`src/rtl/necir_transmitter.sv`:
```
// NEC IR transmitter: leader, addr, ~addr, cmd, ~cmd (LSB first), stop mark, trailing gap; or a repeat code.
// Envelope and carrier-gated LED drive are registered together, so ir_out never leads or lags ir_env.
`timescale 1ns/1ps
module necir_transmitter #(
  parameter int UNIT_CYCLES    = 56250,
  parameter int CARRIER_PERIOD = 2632,
  parameter int CARRIER_HIGH   = 877,
  parameter int GAP_UNITS      = 72
) (
  input  logic       clk,
  input  logic       reset,
  input  logic       start,
  input  logic       repeat_req,
  input  logic [7:0] addr,
  input  logic [7:0] cmd,
  output logic       busy,
  output logic       done,
  output logic       ir_env,
  output logic       ir_out
);

  localparam int UCW = $clog2(UNIT_CYCLES + 1);
  localparam int CCW = $clog2(CARRIER_PERIOD + 1);
  localparam int UNW = $clog2(((GAP_UNITS > 16) ? GAP_UNITS : 16) + 1);
  localparam logic [UCW-1:0] UC_LAST = UCW'(UNIT_CYCLES - 1);
  localparam logic [CCW-1:0] CC_LAST = CCW'(CARRIER_PERIOD - 1);
  localparam logic [CCW-1:0] CC_HIGH = CCW'(CARRIER_HIGH);
  localparam logic MARK_START_HIGH = (CARRIER_HIGH > 0);

  typedef enum logic [2:0] {
    IDLE, LEAD_MARK, LEAD_SPACE, BIT_MARK, BIT_SPACE, STOP_MARK, GAP
  } state_t;

  state_t         state;
  state_t         seg_next;
  logic [UCW-1:0] unit_cnt;
  logic [UNW-1:0] unit_num;
  logic [UNW-1:0] seg_units;
  logic [CCW-1:0] car_cnt;
  logic [CCW-1:0] car_inc;
  logic [4:0]     bit_cnt;
  logic [31:0]    shreg;
  logic           rep;
  logic           seg_end;
  logic           next_mark;

  // Length (in units) of the current segment and the segment that follows it.
  always_comb begin
    seg_units = UNW'(1);
    seg_next  = IDLE;
    case (state)
      LEAD_MARK: begin
        seg_units = UNW'(16);
        seg_next  = LEAD_SPACE;
      end
      LEAD_SPACE: begin
        seg_units = rep ? UNW'(4) : UNW'(8);
        seg_next  = rep ? STOP_MARK : BIT_MARK;
      end
      BIT_MARK:  seg_next = BIT_SPACE;
      BIT_SPACE: begin
        seg_units = shreg[0] ? UNW'(3) : UNW'(1);
        seg_next  = (bit_cnt == 5'd31) ? STOP_MARK : BIT_MARK;
      end
      STOP_MARK: seg_next = (GAP_UNITS == 0) ? IDLE : GAP;
      GAP: begin
        seg_units = UNW'(GAP_UNITS);
        seg_next  = IDLE;
      end
      default: ;
    endcase
    seg_end   = (state != IDLE) && (unit_cnt == UC_LAST) && (unit_num == seg_units - UNW'(1));
    next_mark = (seg_next == LEAD_MARK) || (seg_next == BIT_MARK) || (seg_next == STOP_MARK);
    car_inc   = (car_cnt == CC_LAST) ? '0 : car_cnt + CCW'(1);
  end

  always_ff @(posedge clk) begin
    if (!reset) begin
      state    <= IDLE;
      busy     <= 1'b0;
      done     <= 1'b0;
      ir_env   <= 1'b0;
      ir_out   <= 1'b0;
      unit_cnt <= '0;
      unit_num <= '0;
      car_cnt  <= '0;
      bit_cnt  <= '0;
      shreg    <= '0;
      rep      <= 1'b0;
    end else begin
      done <= 1'b0;
      if (state == IDLE) begin
        if (start || repeat_req) begin
          state    <= LEAD_MARK;
          busy     <= 1'b1;
          ir_env   <= 1'b1;
          ir_out   <= MARK_START_HIGH;
          unit_cnt <= '0;
          unit_num <= '0;
          car_cnt  <= '0;
          bit_cnt  <= '0;
          if (start) begin
            shreg <= {~cmd, cmd, ~addr, addr};
            rep   <= 1'b0;
          end else begin
            rep <= 1'b1;
          end
        end
      end else begin
        if (unit_cnt == UC_LAST) begin
          unit_cnt <= '0;
          unit_num <= seg_end ? '0 : unit_num + UNW'(1);
        end else begin
          unit_cnt <= unit_cnt + UCW'(1);
        end

        if (seg_end) begin
          state  <= seg_next;
          ir_env <= next_mark;
          // Every mark restarts the carrier so it opens on a high phase.
          if (next_mark) begin
            car_cnt <= '0;
            ir_out  <= MARK_START_HIGH;
          end else begin
            car_cnt <= car_inc;
            ir_out  <= 1'b0;
          end
          if (state == BIT_SPACE) begin
            shreg   <= {1'b0, shreg[31:1]};
            bit_cnt <= bit_cnt + 5'd1;
          end
          if (seg_next == IDLE) begin
            busy    <= 1'b0;
            done    <= 1'b1;
            car_cnt <= '0;
          end
        end else begin
          car_cnt <= car_inc;
          ir_out  <= ir_env & (car_inc < CC_HIGH);
        end
      end
    end
  end

endmodule
```
`config.mk`:
```
export PLATFORM = sky130hd
export DESIGN_NAME = necir_transmitter
export DESIGN_NICKNAME = d
export VERILOG_FILES = /design/src/rtl/necir_transmitter.sv
export SDC_FILE = /design/constraint.sdc
export NUM_CORES = 1
export LEC_CHECK = 0
export BUFFER_PORTS_ARGS = -buffer_cell sky130_fd_sc_hd__buf_4
export CAP_MARGIN = 20
export CORE_MARGIN = 5
export CORE_UTILIZATION = 55
export CTS_BUF_LIST = sky130_fd_sc_hd__clkbuf_8
export DETAILED_ROUTE_END_ITERATION = 10
export PLACE_DENSITY = 0.73
export SKIP_CTS_REPAIR_TIMING = 1
export SYNTH_ARGS = -nofsm -noshare
export SYNTH_HDL_FRONTEND = slang
export SYNTH_SLANG_ARGS = --single-unit
```
`constraint.sdc`:
```
create_clock -name clk -period 3.7 [get_ports clk]
set_input_delay 0.37 -clock clk [delete_from_list [all_inputs] [get_ports clk]]
set_output_delay 0.37 -clock clk [all_outputs]
set_load 0.03 [all_outputs]
```
==> flow_summary.toml <==
[worst_setup_path]
critPathSlowestCell = "or4_1"
r2r-start = "state[1]"
cp-endpoint = "car_cnt[10]"
crit_path_end_kind = "flop"
cpPeakStageDelay_ps = 640
r2r-end = "car_cnt[10]"
crit_required_ps = 3940
critPathKind = "reg -> reg"
crit_chain = "buf_4 > nor2_1 > nand3_1 > ha_1 > xnor2_1 > xor2_1 > o2111ai_2 > or4_1 > and3_4 > and3_1 > a221o_1"
ff2ff_path_depth = 11
critPathLaunchType = "flop"
reg2reg_slack_ps = 330
crit_arrival_ps = 3610
crit_start = "state[1]"
crit_fanout = 8

[floorplanning]
die_h_um = 98.8
io_pins = 24
fp.coreArea_um2 = 7730
num_rows = 32
die_x_um = 98.8
dieArea_um2 = 9770
start_util = 0.562

[sta]
holdWs_ps = 215
fin_crit_ps = 3370
finalSetupViolations = 0
finalCritPeriodShare = 0.911
fmax_ghz = 0.297
worst_clock_skew_ps = 9.59
slew_headroom = 0.311
final_hold_viol_count = 0
rsz0062_at_grt = "no"
setup_tns_ps = 0
tightest_slew_ps = 1030
slew_viol_final = 0

[final_layout]
final_cell_mix = "nand2_1 (89), dfxtp_1 (80), nor2_1 (68), nand3_1 (39), a21oi_1 (36)"
drive_above_1_share = 0.110
final_common_cell = "nand2_1"
num_antenna_cells = 0
nets = 597
area_growth_pct = 9.80

[yosys]
synth-edff-count = 0
synth-simple-area-share = 0.310
synth_nets = 594
synth_top_family_by_area = "simple AND/OR/NAND/NOR gates"
synth_area_um2 = 4340
netlist_instances = 567
yosys.area_share.adder = 0.0202
ys.flop_type = "dfxtp_1"
avgSynthCellArea_um2 = 7.66
ys_seq_elements = 80
synth.distinct_cells = 60
synth_mux_area_frac = 0.00461
synth_compound_area_frac = 0.227
ys_async_sr_fraction = 0
synth_xor_area_frac = 0.0222
yosys_warnings = 0
seq_area_frac_synth = 0.369

[clock_tree]
htree_levels = 3
clk_pin_slew_worst_paths_ps = 90
cts_sinks = 80
numCtsBuffers = 9
clock-root-buffer = "clkbuf_8"
clock_latency_ps = 350
clk_path_buf_depth = 2
cts_tree = "built"

[detailed_routing]
drt_iter0_drc = 257
vias_per_cell = 6.21
vias = 4201
totalWireLength_mm = 10.2
drtAntennaViolNets = 0
drtPass1Iterations = 5
wl_per_cell_um = 15.1
drc = 0

[placed_design]
place_congestion = 0.925
dp_hpwl_mm = 6.92
io_buffers = 23

[global_route]
grt_max_degree = 55
grt_use_total = 0.211
antenna_found_initial = 0
grt_first_pass_wirelength_mm = 17.5
grt_pass1_vias = 3860
gr-total-overflow = 0

[job]
max-cap-violations = 0

[power_and_ir_drop]
vdd_drop_max_uv = 389
total_power_w = 0.00314
power.leakage_nw = 1.70
power.density_nw_per_um2 = 658

[worst_hold_path]
hold_path.class = "in -> reg"

[outcome]
outcome = "finished, final reports clean"
sequential cells by signal (all words and copies together), names as in the netlist:
register / cells
bit_cnt: 5
busy: 1
car_cnt: 12
done: 1
ir_env: 1
ir_out: 1
rep: 1
shreg: 32
state: 3
unit_cnt: 16
unit_num: 7
critical path, delay by kind of cell (launching register included):
kind / cells / cell delay (ps)
AOI/OAI and AO/OA: 2 / 420
buffers and inverters: 1 / 200
xor gates and xnor gates: 2 / 520
adders and majority gates: 1 / 260
and+or+nand+nor: 5 / 1450
DFF: 1 / 400
final cells by class:
class                   count  area, um2
flip-flops and latches     80       1600
repair buffers             32        253
inverters                   8       30.0
clock inverters             7       80.1
well taps                 102        128
multi-input cells         439       2550
fillers                   704       2960
clock buffers               9        124
per-stage QoR:
stage / instances / util / area [um2] / setup slack, ps
floorplan: 567 / - / 4340 / 650
global placement: 661 / 0.591 / 4560 / 498
detailed placement: 661 / 0.591 / 4560 / 360
CTS: 677 / 0.617 / 4770 / 345
global route: 677 / 0.617 / 4770 / 97.6
finish: 677 / 0.617 / 4770 / 331
worst min-delay path by stage:
stage,slack (ps),cells after the start,end,from
floorplan,430,2,shreg[24],shreg[24]
CTS,200,2,shreg[31],cmd[7]
global route,210,2,shreg[31],cmd[7]
global placement,440,2,shreg[24],shreg[24]
finish,220,2,shreg[31],cmd[7]
detailed placement,440,2,shreg[9],shreg[9]
report_power, final:
group          switching [W]  internal, W  total [W]  leakage (nW)
combinational       0.000892     0.000449    0.00134         0.953
sequential          0.000112      0.00101    0.00112         0.650
clock               0.000352     0.000319   0.000671        0.0964
total                0.00136      0.00178    0.00314          1.70
cells by family (layout without fill, tap and decap cells):
kind of cell    Yosys count  after routing
compound gates          144            144
xor+xnor                 11             11
fa+ha+maj                 7              7
buf+inv                  48             56
flops                    80             80
mux                       2              2
simple gates            275            275
layer usage:
metal	part of all wire	GRT usage
met5	0	0
met4	0.021	0.0725
met3	0.043	0.0410
met2	0.47	0.350
met1	0.46	0.274
synth_stat cells (all sizes together) (2+ instances only):
library cell	instances	area, um2
nand2	89	334
dfxtp	80	1600
nor2	68	255
nand3	39	195
a21oi	37	185
o21ai	29	145
clkbuf	25	93.8
a311oi	19	166
buf	15	81.3
and3	14	92.6
o2111ai	14	129
nor3	13	65.1
nand4	10	62.6
inv	8	30.0
a31oi	7	43.8
ha	7	87.6
xnor2	7	61.3
a211oi	6	45.0
nor4	6	52.6
or3	6	37.5
nand3b	5	37.5
o211ai	5	37.5
a22oi	4	30.0
nand2b	4	25.0
nor2b	4	25.0
xor2	4	35.0
a21o	3	22.5
a32oi	3	26.3
a41oi	3	26.3
and2	3	18.8
o31ai	3	22.5
or2	3	18.8
mux2i	2	20.0
nand4b	2	17.5
nor3b	2	26.3
o311a	2	20.0
or4	2	15.0
Note: power is estimated with default switching activity, not from simulation.
